==> config.mk <==
export PLATFORM = sky130hd
export DESIGN_NAME = read_stream_stage
export DESIGN_NICKNAME = d
export VERILOG_FILES = /design/src/rtl/read_stream_stage.sv
export SDC_FILE = /design/constraint.sdc
export NUM_CORES = 1
export LEC_CHECK = 0
export CORE_AREA = 10 10 51 53
export DETAILED_ROUTE_END_ITERATION = 7
export DIE_AREA = 0 0 61 63
export DONT_BUFFER_PORTS = 1
export HOLD_SLACK_MARGIN = 0.03
export MAX_ROUTING_LAYER = met4
export PLACE_DENSITY = 0.81
export SLEW_MARGIN = 20
export SYNTH_ARGS = -nofsm -noshare
export SYNTH_HDL_FRONTEND = slang
export SYNTH_SLANG_ARGS = --single-unit
==> constraint.sdc <==
create_clock -name read_clk -period 5.95 [get_ports read_clk]
set_clock_uncertainty 0.2 [all_clocks]
set_input_delay 0.595 -clock read_clk [delete_from_list [all_inputs] [get_ports read_clk]]
set_output_delay 0.595 -clock read_clk [all_outputs]
set_load 0.01 [all_outputs]
==> src/rtl/read_stream_stage.sv <==
// read_stream_stage: read-domain output stage of the CDC FIFO.
// It issues read enables against the empty flag and captures memory data
// one cycle after each accepted read. A two-entry skid buffer turns the
// FIFO read port into a first-word-fall-through valid/ready stream.
module read_stream_stage #(
  parameter int DATA_WIDTH = 8
) (
  input  logic                  read_clk,
  input  logic                  read_rst,
  input  logic                  fifo_empty,
  output logic                  fifo_read_enable,
  input  logic                  fifo_read_ack,
  input  logic [DATA_WIDTH-1:0] fifo_read_data,
  output logic                  out_valid,
  input  logic                  out_ready,
  output logic [DATA_WIDTH-1:0] out_data,
  output logic [1:0]            level
);

  logic [DATA_WIDTH-1:0] slot0, slot1, slot0_nx, slot1_nx;
  logic [1:0]            count, count_nx;
  logic                  inflight;   // word acked last cycle, on fifo_read_data now
  logic                  pop;
  logic [2:0]            occ;        // words held or in flight after this cycle's pop

  assign out_valid = (count != 2'd0);
  assign out_data  = slot0;
  assign level     = count;
  assign pop       = out_valid & out_ready;

  // pop implies count >= 1, so this 3-bit sum never goes negative
  assign occ = {1'b0, count} + {2'b0, inflight} - {2'b0, pop};
  assign fifo_read_enable = !fifo_empty && (occ < 3'd2);

  // Skid-buffer next state: push is the in-flight word landing this cycle
  always_comb begin
    slot0_nx = slot0;
    slot1_nx = slot1;
    count_nx = count;
    case ({inflight, pop})
      2'b01: begin
        slot0_nx = slot1;
        count_nx = count - 2'd1;
      end
      2'b10: begin
        if (count == 2'd0) slot0_nx = fifo_read_data;
        else               slot1_nx = fifo_read_data;
        count_nx = count + 2'd1;
      end
      2'b11: begin
        if (count == 2'd1) begin
          slot0_nx = fifo_read_data;
        end else begin
          slot0_nx = slot1;
          slot1_nx = fifo_read_data;
        end
      end
      default: ;
    endcase
  end

  // State register; reset discards buffered and in-flight words
  always_ff @(posedge read_clk or posedge read_rst) begin
    if (read_rst) begin
      slot0    <= '0;
      slot1    <= '0;
      count    <= 2'd0;
      inflight <= 1'b0;
    end else begin
      slot0    <= slot0_nx;
      slot1    <= slot1_nx;
      count    <= count_nx;
      inflight <= fifo_read_ack;
    end
  end

  // An ack while the buffer plus in-flight slot is already full would overflow
  a_no_overflow_ack: assert property (@(posedge read_clk) disable iff (read_rst)
    !(fifo_read_ack && (occ >= 3'd2)));

endmodule

==> After elaboration in Yosys (flattened, before gate mapping) <==
Cells that the tools add are included.
{ "totals": {"out_inout_bits": 12, "reg_bits": 19, "word_cells": 33, "inputBits": 13} }
{ "classes": {"addsub": 4, "muxes": 7, "n_eq_ne": 7, "bitwise_logic": 1, "n_lt_le_gt_ge": 1, "n_reduce_logical": 9} }
{ "op_table": {"columns": ["cell", "n"], "rows": [
  ["8-bit two-way mux", 4],
  ["8-bit case mux with 3 select lines", 1],
  ["8-bit case mux with 2 select lines", 1],
  ["2-bit != test, second input constant", 3],
  ["2-bit nonzero test", 3],
  ["2-bit by 1-bit == test with 1-bit output, second input constant", 2],
  ["2-bit == test, second input constant", 2],
  ["2-bit case mux with 2 select lines", 1],
  ["2-bit by 1-bit adder with 3-bit output", 1],
  ["3-bit by 2-bit less-than comparator with 1-bit output, second input constant", 1],
  ["3-bit AND reduction", 1],
  ["3-bit nonzero test", 1],
  ["3-bit by 1-bit subtractor with 3-bit output", 1],
  ["2-bit by 1-bit adder with 2-bit output, second input constant", 1],
  ["2-bit zero test", 1],
  ["2-bit AND reduction", 1],
  ["2-bit by 1-bit subtractor with 2-bit output, second input constant", 1],
  ["1-bit bitwise AND", 1],
  ["1-bit logical AND", 1],
  ["1-bit zero test", 1]
]} }

==> Longest topological paths before layout <==
Gate-level depths: netlist of the first run.
{ "depth": {"ltp_word": 5, "mapped_depth": 9, "mapped_depth_nobuf": 9} }

==> Worst setup path after synthesis of the first run <==
OpenSTA, ideal clock, no wires.
{ "synth_timing": {"kind": "flip-flop to output port", "start": "register count[1], in the netlist level[1]", "end": "output fifo_read_enable", "stages_incl_launch_ff": 10, "required_ns": 5.155, "arrival_ns": 2.301, "path_slack_ns": 2.854, "path_buffers": 0, "path_cell_list": "dfrtp_1 -> inv_1 -> ha_1 -> inv_1 -> nand2_1 -> ha_1 -> nand2b_1 -> fa_1 -> xor2_1 -> nor3b_1"} }
{ "synth_between": {"elab_chain_len": 5, "word_cells_on_any_way": 6, "cone_classes": "2 x add/sub; 1 x order compare; 1 x bitwise; 2 x reduce/logical"} }
{ "synth_rtl": {"columns": ["item", "line", "text"], "rows": [
  ["start, declared", "21", "logic [1:0] count, count_nx;"],
  ["start signal, assigned", "72", "count <= count_nx;"],
  ["2-bit nonzero test", "26", "assign out_valid = (count != 2'd0);"],
  ["via out_valid", "14", "output logic out_valid,"],
  ["1-bit bitwise AND", "29", "assign pop = out_valid & out_ready;"],
  ["3-bit by 1-bit subtractor with 3-bit output", "32", "assign occ = {1'b0, count} + {2'b0, inflight} - {2'b0, pop};"],
  ["3-bit by 2-bit less-than comparator with 1-bit output", "33", "assign fifo_read_enable = !fifo_empty && (occ < 3'd2);"],
  ["1-bit logical AND", "33", null],
  ["end, declared", "11", "output logic fifo_read_enable,"]
]} }
The timed path passes the listed nets, and every way through them passes these cells.

==> Worst setup path after layout of the first run <==
Same ends and word-level chain as after synthesis.

==> metrics.md, run 1 <==
| Metric | Value |
|---|---|
| Outcome | finished, final reports clean |
| Sink Count | 19 |
| RR Startpoint | level[1] |
| Period utilization | 0.606 |
| CTS tree | done |
| RR Endpoint | slot1[1] |
| Worst path arrival time | 2810 ps |
| Critical path required time | 5160 ps |
| Most common cell after layout, fill and taps aside | dfrtp_1 |
| CTS Buffer Depth | 2 |
| Via count of the first global-routing pass | 745 |
| Maximum VDD drop | 0.293 mV |
| Placed Area | 0.00104 sq mm |
| Vias post-DR | 714 |
| Dpl ws | 2650 ps |
| DR DRC count | 0 |
| Synth Area per Inst | 11.2 sq um |
| Least-Margin Pin Slew | 727 ps |
| P&R area growth vs syn | 3.13% |
| Async SR Flop Fraction | 1.00 |
| Synth Area in Compound Gates | 0.154 |
| Root buffer cell | clkbuf_4 |
| Final core utilization | 0.648 |
| Final Cell Area | 0.00107 sq mm |
| Post-synth EDFFs | 0 |
| Fmax | 0.277 GHz |
| Seq cells post-synth | 19 |
| Critical path peak fanout | 5 |
| Share of layout cells above drive strength 1 | 0.161 |
| Min Clock Period, post-route | 3610 ps |
| Combinational family with the most area after synthesis | multiplexers |
| Number of buffers created by CTS | 3 |
| Pwr dens | 556 mW/mm^2 |
| Most frequent cells in the layout | dfrtp_1 (19), mux2_2 (9), nor2_1 (9) |
| Xor and xnor area share after synthesis | 0.0253 |
| Max-Slew Margin vs Limit | 0.515 |
| Die Span Y | 63 um |
| R2R depth | 8 |
| Total negative slack | 0 ps |
| Routed Antenna Nets | 0 |
| Slew Limit Fails | 0 |
| Crit end category | primary output |
| NumNets Final | 111 |
| Port bufs | 0 |
| Reg2reg setup slack | 3080 ps |
| Hold Slack | 88.4 ps |
| Hold_buf cts | 0 |
| Die footprint | 0.00384 sq mm |
| Worst setup margin | 2340 ps |
| Syn_nets | 110 |
| Mux cell area share after synthesis | 0.175 |
| Gr usage total | 0.118 |
| CP startpoint kind | flip-flop |
| Final setup fails | 0 |
| Leakage | 0.000455 uW |
| Drt total wl | 2110 um |
| Cell variety after synth | 21 |
| Initial Util | 0.629 |
| Largest net degree at the start of global routing | 20 |
| Drt pass-1 iters | 4 |
| Post-Synth Simple-Gate Area | 0.0988 |
| CTS H-tree lvls | 1 |
| RePlAce Congestion | 0.710 |
| Hold Path Class | in -> async |
| Max-Cap Viols | 0 |
| I/O Pins | 25 |
| Die width | 61 um |
| Post-CTS Repair Setup Buffers | 0 |
| Site Rows | 15 |
| Worst skew pair latency | 300 ps |
| Sequential area share after synthesis | 0.458 |
| Cells after Synth | 93 |
| Post-DP HPWL | 1550 um |
| Worst-path clk slew | 110 ps |
| Yosys Warn Count | 0 |
| Ant. Diodes | 0 |
| WL per Instance | 19.2 um |
| Adder-cell share of the synthesized area | 0.0554 |
| Detailed Route Iter0 Violations | 9 |
| Synth Cell Area | 0.00104 sq mm |
| Total grt overflow | 0 |
| RSZ-0062 raised after global routing | false |
| CTS resizes | 0 |
| WS Path Type | reg -> out |
| Vias per cell | 6.49 |
| Initial antenna violation count | 0 |
| Ys flop type | dfrtp_1 |
| Core footprint | 0.00165 sq mm |
| Final hold violations | 0 |
| First-pass GRT wire length | 3440 um |
## where the power goes
group          internal [uW]  switching (uW)
clock network           25.1            41.4
logic                    138             128
registers                193            69.7
## flip-flops by register name, indices dropped and copies added (netlist names)
register  flops
slot1         8
inflight      1
out_data      8
level         2
## cell usage after synthesis, drive strengths merged (2+ instances only)
cell type  number  share of area
ha              3          0.036
nand2           2         0.0072
nand3           8          0.039
mux2            9          0.098
a2bb2oi         8          0.067
a31oi           8          0.048
xor2            2          0.017
nor2            9          0.033
inv             5          0.018
dfrtp          19           0.46
clkbuf          3          0.011
mux2i           8          0.077
## cell families after synthesis
kind of cell	after synthesis
AOI/OAI and AO/OA	19
muxes	17
and+or+nand+nor	22
DFF	19
xor gates and xnor gates	3
buffers and inverters	9
adders and majority gates	4
## worst max-delay path by stage
stage,startpoint,end,slack [ps],cells after the start
after CTS,level[1],fifo_read_enable,2290,9
after global routing,level[1],fifo_read_enable,2060,9
after global placement,level[1],fifo_read_enable,2710,9
after detailed placement,level[1],fifo_read_enable,2650,9
after floorplan,level[1],fifo_read_enable,2850,9
final,level[1],fifo_read_enable,2340,9
## per-layer routing
| metal | routed length (um) | GRT usage | vias to the layer above |
|---|---|---|---|
| met5 | 0 | - | - |
| met4 | 21 | 0.0330 | 0 |
| met3 | 232 | 0.0772 | 2 |
| met2 | 1020 | 0.181 | 17 |
| met1 | 836 | 0.119 | 356 |
| li1 | - | - | 339 |
## critical path, stage by stage (launching register included)
cell	delay, ps
dfrtp_1	500
inv_1	110
ha_1	260
inv_1	140
nand2_1	90
ha_1	330
nand2b_1	180
fa_1	390
xor2_1	150
nor3b_1	370
## stage by stage
step,cells,power [uW]
detailed placement,106,538
CTS,110,604
global placement,106,524
global route,110,648
finish,110,596
floorplan,93,486
## area by class of cell
| type | count | area, sq um |
|---|---|---|
| Clock inverter | 1 | 5.00 |
| Tap cell | 17 | 21.3 |
| Clock buffer | 3 | 22.5 |
| Fill cell | 146 | 581 |
| Inverter | 5 | 18.8 |
| Sequential cell | 19 | 475 |
| Multi-Input combinational cell | 65 | 528 |
Power figures use the tool's default switching activity.
==> inputs of run 2 (changes only) <==
--- a/config.mk
+++ b/config.mk
@@ -5,13 +5,13 @@
 export SDC_FILE = /design/constraint.sdc
 export NUM_CORES = 1
 export LEC_CHECK = 0
-export CORE_AREA = 10 10 51 53
+export CORE_AREA = 10 10 53 55
 export DETAILED_ROUTE_END_ITERATION = 7
-export DIE_AREA = 0 0 61 63
+export DIE_AREA = 0 0 63 65
 export DONT_BUFFER_PORTS = 1
 export HOLD_SLACK_MARGIN = 0.03
 export MAX_ROUTING_LAYER = met4
-export PLACE_DENSITY = 0.81
+export PLACE_DENSITY = 0.75
 export SLEW_MARGIN = 20
 export SYNTH_ARGS = -nofsm -noshare
 export SYNTH_HDL_FRONTEND = slang
==> constraint.sdc (replaced) <==
create_clock -name read_clk -period 3.5 [get_ports read_clk]
set_clock_uncertainty 0.2 [all_clocks]
set_input_delay 0.35 -clock read_clk [delete_from_list [all_inputs] [get_ports read_clk]]
set_output_delay 0.35 -clock read_clk [all_outputs]
set_load 0.01 [all_outputs]
==> run 2 against run 1 <==
Worst hold slack worse by 42 ps. Register-to-register slack worse by 2200 ps. Flip-flop and latch count unchanged. Setup slack worse by 2200 ps. Combinational power up 79%. Power up 76%. Via count up 7.1%. Sequential share of layout area down 5.1 points. Clock-buffer cell count unchanged. Design area up 13%. Sequential power up 71%. Non-clock buffer count up 12. Critical path type unchanged. Critical endpoint unchanged. Largest power group unchanged.
==> metrics.md, run 2 (synthesized netlist as in run 1, its figures left out) <==
| Metric | Value |
|---|---|
| Outcome | finished, final reports clean |
| Placed Instances | 117 (+10%) |
| WS Path Type | reg -> out |
| Fin cells | 132 (+20%) |
| Max Used Layer | met4 |
| Worst path max stage delay | 510 ps (about the same) |
| Ant. Diodes | 0 (unchanged) |
| RePlAce Congestion | 0.686 (-3.4%) |
| Crit end category | primary output |
| Worst Path Buf+Inv | 2 (unchanged) |
| Critical path required time | 2950 ps (-2210 ps) |
| Core footprint | 0.00186 sq mm (+13%) |
| Min Clock Period, post-route | 3330 ps |
| Total chip power | 1050 uW (+76%) |
| Site Rows | 16 (+1) |
| Die width | 63 um (+3.3%) |
| Routed Antenna Nets | 0 (unchanged) |
| Leakage | 0.000504 uW (+11%) |
| Gr usage total | 0.121 (+0.00352) |
| Final hold violations | 0 (unchanged) |
| Die footprint | 0.00410 sq mm (+6.6%) |
| I/O Pins | 25 (unchanged) |
| Worst-path clk slew | 120 ps (about the same) |
| Initial antenna violation count | 0 (unchanged) |
| P&R area growth vs syn | 16.4% |
| Port bufs | 0 (unchanged) |
| Sink Count | 19 (unchanged) |
| CTS H-tree lvls | 1 (unchanged) |
| Hold Path Class | in -> reg |
| CP startpoint kind | flip-flop |
| Die Span Y | 65 um (+3.2%) |
| Least-Margin Pin Slew | 733 ps (+6.42 ps) |
| Hold Slack | 46.4 ps (-41.9 ps) |
| Fmax | 0.301 GHz |
| Initial Util | 0.558 (-0.0710) |
| Largest net degree at the start of global routing | 20 (unchanged) |
| NumNets Final | 123 (+11%) |
| Critical path peak fanout | 5 (unchanged) |
| M1 WL | 940 um (+12%) |
| Most frequent cells in the layout | dfrtp_1 (19), dlygate4sd3_1 (11), mux2_2 (9), nor2_1 (9) |
| Total grt overflow | 0 (unchanged) |
| Period utilization | 0.950 |
| Post-DP HPWL | 1600 um (+3.6%) |
| CTS Buffer Depth | 2 (unchanged) |
| Max-Slew Margin vs Limit | 0.511 (-0.00429) |
| Worst path arrival time | 2780 ps (-30 ps) |
| Pwr dens | 866 mW/mm^2 (+56%) |
| Share of layout cells above drive strength 1 | 0.162 (+0.000614) |
| Max-Cap Viols | 0 (unchanged) |
| Crit-path slowest cell | dfrtp_1 |
| Root buffer cell | clkbuf_4 |
| Drt pass-1 iters | 4 (unchanged) |
| Drt total wl | 2370 um (+13%) |
| Worst skew pair latency | 310 ps (about the same) |
| Crit path max-delay family | adder cells |
| DR DRC count | 0 (unchanged) |
| Post-CTS Repair Setup Buffers | 0 (unchanged) |
| Final setup fails | 0 (unchanged) |
| Met2 wire len | 1210 um (+19%) |
| WL per Instance | 18.0 um (-6.2%) |
| Detailed Route Iter0 Violations | 28 (+19) |
| First-pass GRT wire length | 3920 um (+14%) |
| Vias per cell | 5.80 (-11%) |
| Met3 routed WL | 205 um (-12%) |
| Most common cell after layout, fill and taps aside | dfrtp_1 |
| Vias post-DR | 765 (+7.1%) |
| Worst-path cell chain | inv_1 -> ha_1 -> inv_1 -> nand2_1 -> ha_1 -> nand2b_1 -> fa_1 -> xor2_1 -> nor3b_2 |
| Slew Limit Fails | 0 (unchanged) |
| CTS tree | done |
| Via count of the first global-routing pass | 778 (+4.4%) |
| Final core utilization | 0.649 (+0.000709) |
| Number of buffers created by CTS | 3 (unchanged) |
| Maximum VDD drop | 0.473 mV (+61%) |
run 2: path summary, 6_finish.rpt:
kind,depth (start not counted),endpoint,slack (ps),start
max,9,fifo_read_enable,170,level[1]
min,2,out_data[7],50,fifo_read_data[7]
max reg2reg,8,slot1[0],900,level[1]
min reg2reg,1,slot1[1],350,slot1[1]
max in group asynchronous,2,out_data[2],2230,read_rst
min in group asynchronous,2,out_data[7],410,read_rst
run 2: area by class of cell:
type	instances	area [sq um]
Sequential cell	19	475
Multi-Input combinational cell	65	533
Fill cell	154	653
Clock inverter	1	7.51
Timing Repair Buffer	12	118
Clock buffer	3	22.5
Inverter	5	18.8
Tap cell	27	33.8
run 2: routing by layer:
layer / track usage / up-vias
met3: 0.0687 / 3
met5: - / -
met1: 0.130 / 373
met2: 0.193 / 22
met4: 0.0251 / 0
li1: - / 367
run 2: timing repair:
item	4_1_cts	5_1_grt
hold endpoints to repair	28	1
endpoints found under the setup margin	0	1
resized for setup	0	1
hold buffers	10	1
run 2: report_power, final:
part | internal, uW | switching [uW] | total, uW
Clock | 43.7 | 76.7 | 120
Combinational | 249 | 227 | 477
Sequential | 328 | 122 | 450
Total | 621 | 426 | 1050
run 2: per-stage QoR:
stage | setup slack [ps] | area (sq um) | setup TNS, ps
after CTS | 68.5 | 1190 | 0
after global placement | 505 | 1060 | 0
after detailed placement | 445 | 1060 | 0
after floorplan | 649 | 1040 | 0
final | 175 | 1210 | 0
after global routing | -30.9 | 1210 | -30.9
